==> config.mk <==
export PLATFORM = sky130hd
export DESIGN_NAME = frame_rle_decoder_flat
export DESIGN_NICKNAME = d
export VERILOG_FILES = /design/src/rtl/frame_rle_decoder_if.sv /design/src/rtl/frame_rle_decoder.sv /design/src/flat_wrapper.sv
export SDC_FILE = /design/constraint.sdc
export NUM_CORES = 1
export LEC_CHECK = 0
export CORE_MARGIN = 1.5
export CORE_UTILIZATION = 52
export DETAILED_ROUTE_END_ITERATION = 10
export HOLD_SLACK_MARGIN = 0.12
export PLACE_DENSITY = 0.87
export SETUP_SLACK_MARGIN = 0.15
export SKIP_CTS_REPAIR_TIMING = 1
export SYNTH_ARGS = -nofsm -noshare
export SYNTH_HDL_FRONTEND = slang
export SYNTH_SLANG_ARGS = --single-unit
==> constraint.sdc <==
create_clock -name i_clk -period 2.5 [get_ports i_clk]
set_input_delay 0.5 -clock i_clk [delete_from_list [all_inputs] [get_ports i_clk]]
set_output_delay 0.5 -clock i_clk [all_outputs]
set_load 0.02 [all_outputs]
==> src/rtl/frame_rle_decoder_if.sv <==
// Token-in / pixel-out bus of the RLE frame decoder.
// The slave modport is the decoder side; the master modport is the side that feeds tokens and consumes pixels.
interface frame_rle_decoder_if #(
    parameter int IDX_W = 4
);
    logic             i_frame_start;
    logic [7:0]       i_data;
    logic             i_valid;
    logic             o_ready;
    logic [IDX_W-1:0] o_idx;
    logic             o_valid;
    logic             i_ready;
    logic [9:0]       o_x;
    logic [8:0]       o_y;
    logic             o_eol;
    logic             o_eof;
    logic             o_err;

    modport slave (
        input  i_frame_start, i_data, i_valid, i_ready,
        output o_ready, o_idx, o_valid, o_x, o_y, o_eol, o_eof, o_err
    );

    modport master (
        output i_frame_start, i_data, i_valid, i_ready,
        input  o_ready, o_idx, o_valid, o_x, o_y, o_eol, o_eof, o_err
    );
endinterface

==> src/rtl/frame_rle_decoder.sv <==
// Expands {idx, run} tokens into raster-ordered palette indices with x/y tracking and eol/eof flags.
// Optional FRAME_RLE_EXT_RUN_EN: run field 4'hF is followed by an extension byte giving 16+e pixels.
module frame_rle_decoder #(
    parameter int FRAME_W = 640,
    parameter int FRAME_H = 480,
    parameter int IDX_W   = 4
) (
    input  logic                i_clk,
    input  logic                i_rst,
    frame_rle_decoder_if.slave  bus
);
    localparam logic [9:0] X_LAST = 10'(FRAME_W - 1);
    localparam logic [8:0] Y_LAST = 9'(FRAME_H - 1);

    typedef enum logic [1:0] {
        S_IDLE,
        S_FETCH,
        S_EMIT
`ifdef FRAME_RLE_EXT_RUN_EN
        , S_EXT
`endif
    } state_t;

    state_t           state_q, state_d;
    logic [IDX_W-1:0] idx_q, idx_d;
    logic [8:0]       run_q, run_d;
    logic [9:0]       x_q, x_d;
    logic [8:0]       y_q, y_d;
    logic             err_q, err_d;

    logic valid, eol, eof, ready, tok, pix, load;

    always_comb begin
        state_d = state_q;
        idx_d   = idx_q;
        run_d   = run_q;
        x_d     = x_q;
        y_d     = y_q;
        err_d   = err_q;

        valid = (state_q == S_EMIT);
        eol   = valid && (x_q == X_LAST);
        eof   = eol && (y_q == Y_LAST);

        // The reload window opens only on the last pixel of a run, and never on the frame's last pixel.
        case (state_q)
            S_FETCH: ready = 1'b1;
`ifdef FRAME_RLE_EXT_RUN_EN
            S_EXT:   ready = 1'b1;
`endif
            S_EMIT:  ready = (run_q == 9'd1) && bus.i_ready && !eof;
            default: ready = 1'b0;
        endcase
        if (bus.i_frame_start) ready = 1'b0;

        tok  = bus.i_valid && ready;
        pix  = valid && bus.i_ready;
        load = tok && ((state_q == S_FETCH) || (state_q == S_EMIT));

        if (bus.i_frame_start) begin
            state_d = S_FETCH;
            run_d   = 9'd0;
            x_d     = 10'd0;
            y_d     = 9'd0;
            err_d   = 1'b0;
        end else begin
            case (state_q)
`ifdef FRAME_RLE_EXT_RUN_EN
                S_EXT: begin
                    if (tok) begin
                        run_d   = 9'd16 + {1'b0, bus.i_data};
                        state_d = S_EMIT;
                    end
                end
`endif
                S_EMIT: begin
                    if (pix) begin
                        if (x_q == X_LAST) begin
                            x_d = 10'd0;
                            y_d = y_q + 9'd1;
                        end else begin
                            x_d = x_q + 10'd1;
                        end
                        if (eof) begin
                            state_d = S_IDLE;
                            run_d   = 9'd0;
                            x_d     = 10'd0;
                            y_d     = 9'd0;
                            if (run_q > 9'd1) err_d = 1'b1;
                        end else if (run_q == 9'd1) begin
                            state_d = S_FETCH;
                            run_d   = 9'd0;
                        end else begin
                            run_d = run_q - 9'd1;
                        end
                    end
                end
                default: ;
            endcase

            // A newly accepted token overrides the FETCH/EMIT bookkeeping above.
            if (load) begin
                idx_d = IDX_W'(bus.i_data[7:4]);
`ifdef FRAME_RLE_EXT_RUN_EN
                if (bus.i_data[3:0] == 4'hF) begin
                    state_d = S_EXT;
                    run_d   = 9'd0;
                end else begin
                    state_d = S_EMIT;
                    run_d   = {5'd0, bus.i_data[3:0]} + 9'd1;
                end
`else
                state_d = S_EMIT;
                run_d   = {5'd0, bus.i_data[3:0]} + 9'd1;
`endif
            end
        end
    end

    always_ff @(posedge i_clk or posedge i_rst) begin
        if (i_rst) begin
            state_q <= S_IDLE;
            idx_q   <= '0;
            run_q   <= 9'd0;
            x_q     <= 10'd0;
            y_q     <= 9'd0;
            err_q   <= 1'b0;
        end else begin
            state_q <= state_d;
            idx_q   <= idx_d;
            run_q   <= run_d;
            x_q     <= x_d;
            y_q     <= y_d;
            err_q   <= err_d;
        end
    end

    assign bus.o_ready = ready;
    assign bus.o_valid = valid;
    assign bus.o_idx   = idx_q;
    assign bus.o_x     = x_q;
    assign bus.o_y     = y_q;
    assign bus.o_eol   = eol;
    assign bus.o_eof   = eof;
    assign bus.o_err   = err_q;
endmodule

==> src/flat_wrapper.sv <==
// flat-port wrapper written by rule: the top's interface ports become plain ports
module frame_rle_decoder_flat 
#(
    parameter int FRAME_W = 640,
    parameter int FRAME_H = 480,
    parameter int IDX_W   = 4
)
  (i_clk, i_rst, bus_i_frame_start, bus_i_data, bus_i_valid, bus_i_ready, bus_o_ready, bus_o_idx, bus_o_valid, bus_o_x, bus_o_y, bus_o_eol, bus_o_eof, bus_o_err);
  frame_rle_decoder_if #(.IDX_W(IDX_W)) bus_i ();
  input  logic i_clk;
  input  logic i_rst;
  input wire logic [$bits(bus_i.i_frame_start)-1:0] bus_i_frame_start;
  input wire logic [$bits(bus_i.i_data)-1:0] bus_i_data;
  input wire logic [$bits(bus_i.i_valid)-1:0] bus_i_valid;
  input wire logic [$bits(bus_i.i_ready)-1:0] bus_i_ready;
  output wire logic [$bits(bus_i.o_ready)-1:0] bus_o_ready;
  output wire logic [$bits(bus_i.o_idx)-1:0] bus_o_idx;
  output wire logic [$bits(bus_i.o_valid)-1:0] bus_o_valid;
  output wire logic [$bits(bus_i.o_x)-1:0] bus_o_x;
  output wire logic [$bits(bus_i.o_y)-1:0] bus_o_y;
  output wire logic [$bits(bus_i.o_eol)-1:0] bus_o_eol;
  output wire logic [$bits(bus_i.o_eof)-1:0] bus_o_eof;
  output wire logic [$bits(bus_i.o_err)-1:0] bus_o_err;
  assign bus_i.i_frame_start = bus_i_frame_start;
  assign bus_i.i_data = bus_i_data;
  assign bus_i.i_valid = bus_i_valid;
  assign bus_i.i_ready = bus_i_ready;
  assign bus_o_ready = bus_i.o_ready;
  assign bus_o_idx = bus_i.o_idx;
  assign bus_o_valid = bus_i.o_valid;
  assign bus_o_x = bus_i.o_x;
  assign bus_o_y = bus_i.o_y;
  assign bus_o_eol = bus_i.o_eol;
  assign bus_o_eof = bus_i.o_eof;
  assign bus_o_err = bus_i.o_err;
  frame_rle_decoder #(.FRAME_W(FRAME_W), .FRAME_H(FRAME_H), .IDX_W(IDX_W)) u_core (.i_clk(i_clk), .i_rst(i_rst), .bus(bus_i));
endmodule
**Word-level counts from Yosys, hierarchy flattened**

Cells that the tools add are included.

- Add/sub/neg operators: 4
- $lt $le $gt $ge: 1
- Equal/unequal tests: 5
- Multiplexer cells: 29
- Bitwise gates (word level): 1
- Reductions and logical operators: 23

Operators by type and width:

| kind | count |
|---|---|
| two-way mux 9 bit | 11 |
| two-way mux 10 bit | 5 |
| two-way mux 2 bit | 6 |
| adder 10 x 1 -> 10 bit (second input constant) | 1 |
| equality test 10 bit (second input constant) | 1 |
| adder 9 x 1 -> 9 bit (second input constant) | 1 |
| equality test 9 x 1 -> 1 bit (second input constant) | 1 |
| equality test 9 bit (second input constant) | 1 |
| > comparator 9 x 1 -> 1 bit (second input constant) | 1 |
| nonzero test 3 bit | 3 |
| subtractor 9 x 1 -> 9 bit (second input constant) | 1 |
| nonzero test 2 bit | 4 |
| logical AND 1 bit | 7 |
| two-way mux 1 bit | 6 |
| AND reduction 2 bit | 3 |
| AND reduction 3 bit | 2 |
| adder 4 x 1 -> 5 bit (second input constant) | 1 |
| AND reduction 4 bit | 1 |
| nonzero test 4 bit | 1 |
| equality test 2 x 1 -> 1 bit (second input constant) | 1 |
| equality test 2 bit (second input constant) | 1 |
| case mux 1 bit (2 select lines) | 1 |
| zero test 1 bit | 1 |
| logical OR 1 bit | 1 |
| inverter 1 bit | 1 |

- Register bits: 35
- Bits of input ports: 13
- Output and inout port bits: 28
- Logic and storage cells: 69

**Logic depth before layout (Yosys ltp)**

Gate-level depths: netlist of run 1.

- Depth in word-level cells: 11
- Gate-level depth with buffers: 9
- Gate-level depth less buffers: 8

**Worst setup path before layout of run 1**

Ideal clock, no wire load.

- Path kind: register to output
- From: register u_core.y_q[0], in the netlist u_core.bus.o_y[0]
- To: output bus_o_ready
- Arrival time: 1.825 ns
- Required time: 2.000 ns
- Path slack: 0.175 ns
- Stages on the path, launching flop included: 7
- Path buffers: 0
- Cell sequence: dfrtp_1 -> ha_1 -> and4_1 -> and4_1 -> nand2_2 -> a31oi_1 -> nor3_1

- Cells in the longest elaborated chain, start to end: 6

RTL lines:

| element | RTL line | source |
|---|---|---|
| from (decl) | frame_rle_decoder.sv:28 | `logic [8:0] y_q, y_d;` |
| from (signal assigned) | frame_rle_decoder.sv:133 | `y_q <= y_d;` |
| equality test 9 bit | frame_rle_decoder.sv:43 | `eof = eol && (y_q == Y_LAST);` |
| logical AND 1 bit | frame_rle_decoder.sv:43 |  |
| zero test 1 bit | frame_rle_decoder.sv:51 | `S_EMIT: ready = (run_q == 9'd1) && bus.i_ready && !eof;` |
| logical AND 1 bit | frame_rle_decoder.sv:51 |  |
| case mux 1 bit (2 select lines) | frame_rle_decoder.sv:46 | `case (state_q)` |
| two-way mux 1 bit | frame_rle_decoder.sv:54 | `if (bus.i_frame_start) ready = 1'b0;` |
| to (decl) | flat_wrapper.sv:16 | `output wire logic [$bits(bus_i.o_ready)-1:0] bus_o_ready;` |

Every way passes these cells.

**Final worst setup path of run 1**

Same ends and word-level chain as after synthesis.

==> run summary, run 1 <==
The flow ran to the end, and the final reports show no timing, DRC or antenna violations. The analysis attributes to cell leakage a power of 1.26 nW. In this run the deepest clock path goes through 2 buffers.

The violation count after the first detailed-routing iteration was 206. For the wire length of the first global-routing pass, the log shows 8.67 mm. Setup repair after global routing could not meet its margin everywhere. The run gives 55.7% as the effective utilization at floorplan. The total congestion overflow was 0; the worst max-slew margin expressed relative to the limit was 70.5%. The die is 66.4 µm tall. The run gives 0 as the number of antenna violations at the first check in global routing. At the worst endpoint, the required time is 2.00 ns. In this run the power density over the cells is 754 nW/µm². In this run, CTS created clock tree buffers numbering 5.

After detailed routing, the average wire length per cell comes to 15.8 µm. The wire-length estimate of the detail-placed layout is 3.59 mm. The xor/xnor share of the synthesized area is 7.55%.

Kind of path behind the tightest hold check: reg2reg. Cells fill 75.5% of the core in the end. After detailed placement, the design holds a cell count of 324.

The die is 66.4 µm wide. The number of storage elements in the synthesis netlist works out to 35. Adding up every negative setup slack in the final design gives 0 ns. At the end of the flow, the number of nets in the layout was 304. For the pin with the worst max-slew slack, the measured transition is 0.443 ns.

The worst setup path is captured at an output pin. Across every metal layer, demand over resource in global routing totals 26.0%. The number of design rule violations left after detail routing came out at 0. The met3 usage in global routing was 6.64%; the mux cell area share after synthesis was 3.66%. After the flow finishes, the layout carries non-filler instances totaling 333. The area of the core region was 3740 µm²; the number of synthesized flops with an enable pin was 0. In the final layout, the share of cells above drive strength 1 is 18.6%. Root buffer cell: clkbuf_8. The data arrival at the endpoint of the critical path is 1.88 ns. The via count of the first global-routing pass was 1864; the adder-cell share of the synthesized area was 4.20%.

Of all nets on the critical path, the largest fanout is 2. On the final layout, the worst clock skew is 0.00363 ns. The total I/O pin count is 41. For this run, the top clock speed supported by timing is 421 MHz.

Area share of and/or/nand/nor cells after synthesis: 26.2%. In this run the cell area of the synthesized design comes to 2090 µm². After synthesis, flip-flops and latches occupy 42.0% of the total area. Routability-driven placement congestion ratio: 0.888.

The kind of critical path was reg2out. The share of the synthesized area in compound gates (AO/OA/AOI/OAI) was 11.9%. During synthesis, Yosys emitted a total of 0 warnings. The sequential cells in the finished layout cover a total of 876 µm².

The main combinational cell family by area after synthesis was simple AND/OR/NAND/NOR gates. Max-cap violations in this run came to 0. Yosys mapped the design onto 51 distinct sky130hd cell types.

The ratio of routed vias to standard cells is 5.82. Global routing consumed, on the met2 layer, 40.6% of the routing resources. The tools report the max-slew violation count as 0. Fill cells in the final layout number 273.

The highest ir drop seen on vdd is 545 µV. In the post-synthesis netlist, the biggest area contributors are dfrtp_1 (42%), xor2_1 (5.0%), ha_1 (4.2%). STA classifies the critical path startpoint as a flip-flop. The total count of hold-check failures in the final report was 0. The gate count of the mapped netlist was 219. The synthesized design spends more area on one cell type than any other, namely dfrtp_1. The logs give 0 for the antenna violation net count after detailed routing and 1939 for the routed via count.

The clock latency of the later-clocked register in the worst-skew pair is 0.29 ns. After layout, the worst path uses 95.0% of the clock period. Power consumption: 0.00213 W.

Buffers placed on the I/O ports in this run total 40. For the finished layout, the period the worst path requires is 2.38 ns. Global routing consumed, on the met1 layer, 34.5% of the routing resources. The pre-antenna-repair detailed-routing pass consisted of 4 iterations. The logs give 5.28 mm for the post-detailed-routing wire length and 0 for the diode insertion count for antenna repair. The area growth from synthesis to layout is 35.4%. Setup violations remaining at the end of the flow were counted as 0. Among all flip-flop cells after synthesis, the most frequent one is dfrtp_1. In the synthesized netlist the async set-or-reset flop fraction comes to 100%. The die covers 4400 µm². Of the post-synthesis cell area, the dominant cell type holds 42.0%. TritonCTS built the clock tree.

The maximum number of pins on one net before global-route repair is 36, and the net count after synthesis is 239. Each instance of the synthesized netlist takes up on average 9.53 µm². The multi-input combinational cells in the finished layout cover a total of 1150 µm². The number of levels the H-tree was split into was 2; the worst hold slack was 0.500 ns. The run gives 35 as the total number of clock tree sinks. The most used routing layer in global routing was met2.

The run gives 22 as the site row count. The clock-pin slew on the worst setup and hold paths was 0.07 ns.
## state kept, by name, summed over array words and instances (netlist names)
signal,flops
u_core.bus.o_y,9
u_core.state_q,2
u_core.bus.o_x,10
u_core.run_q,9
u_core.bus.o_idx,4
u_core.bus.o_err,1
## final cells by class
| type | instances | area share (%) |
|---|---|---|
| clock buffers | 8 | 3.54 |
| inverters | 10 | 1.33 |
| multi-input cells | 164 | 40.6 |
| flip-flops and latches | 35 | 31.0 |
| well taps | 48 | 2.12 |
| repair buffers | 68 | 21.4 |
## routing by layer
layer | vias to the layer above | wire length, µm | part of all wire (%)
li1 | 921 | - | -
met1 | 922 | 2300 | 44
met2 | 85 | 2540 | 48
met3 | 11 | 327 | 6.2
met4 | 0 | 102 | 1.9
met5 | - | 0 | 0
## path summary, 6_finish.rpt
check,slack (ns),cells past startpoint,to,startpoint
max in group asynchronous,1.58,3,u_core.bus.o_x[4],i_rst
max,0.12,7,bus_o_ready,u_core.bus.o_y[0]
min,0.50,2,u_core.bus.o_err,u_core.bus.o_err
min in group asynchronous,0.61,3,u_core.bus.o_idx[0],i_rst
min reg2reg,0.50,2,u_core.bus.o_err,u_core.bus.o_err
max reg2reg,0.39,7,u_core.run_q[5],u_core.state_q[0]
## cells by family after synthesis
group / count (synthesis)
muxes: 6
and+or+nand+nor: 97
AOI/OAI and AO/OA: 36
DFF: 35
adders and majority gates: 7
buffers and inverters: 20
xor gates and xnor gates: 18
## per-stage QoR
| stage | instance area [µm²] | setup slack, ns |
|---|---|---|
| CTS | 2790 | -0.342 |
| finish | 2830 | 0.124 |
| floorplan | 2090 | 0.175 |
| detailed placement | 2690 | -0.0675 |
| global placement | 2690 | -0.0813 |
| global route | 2830 | 0.0644 |
## critical path, stage by stage, from the launching register on
cell     delay, ns
dfrtp_1       0.38
ha_1          0.21
and4_1        0.21
and4_4        0.20
nand2_2       0.10
a31oi_4       0.10
nor3_2        0.22
buf_4         0.18
## where the power goes
group | leakage, nW | total [W] | switching (W) | internal, W
Clock | 0.0515 | 0.000453 | 0.000202 | 0.000251
Sequential | 0.467 | 0.000756 | 0.0000962 | 0.000660
Combinational | 0.741 | 0.000921 | 0.000491 | 0.000430
## cell usage in the layout (no fill, tap or decap), types with 4 or more instances in the layout
cell type / count
and2_1: 4
nand2_1: 16
xnor2_1: 6
clkdlybuf4s50_1: 37
dfrtp_1: 35
xor2_1: 12
nand3_1: 13
o21ai_0: 7
nand4_1: 6
o211ai_1: 5
inv_1: 9
nor3_1: 10
buf_4: 29
a21oi_1: 6
ha_1: 6
and3_1: 5
nor2_1: 17
clkbuf_8: 7
## Yosys cell counts (4+ instances only)
library cell / instances
nand4_1: 6
a31oi_1: 4
o211ai_1: 5
xnor2_1: 6
and2_1: 4
dfrtp_1: 35
xor2_1: 12
o21ai_0: 7
clkbuf_1: 4
inv_1: 9
and3_1: 6
nand3_1: 13
nor2_1: 17
ha_1: 7
nand2_1: 16
nor3_1: 11
a21oi_1: 6
Power figures use the tool's default switching activity.
==> inputs of run 2 (changes only) <==
- SKIP_LAST_GASP: default -> 1
==> results of run 2 <==
Same layout as run 1: the final DEF is identical, and so are final timing and power.
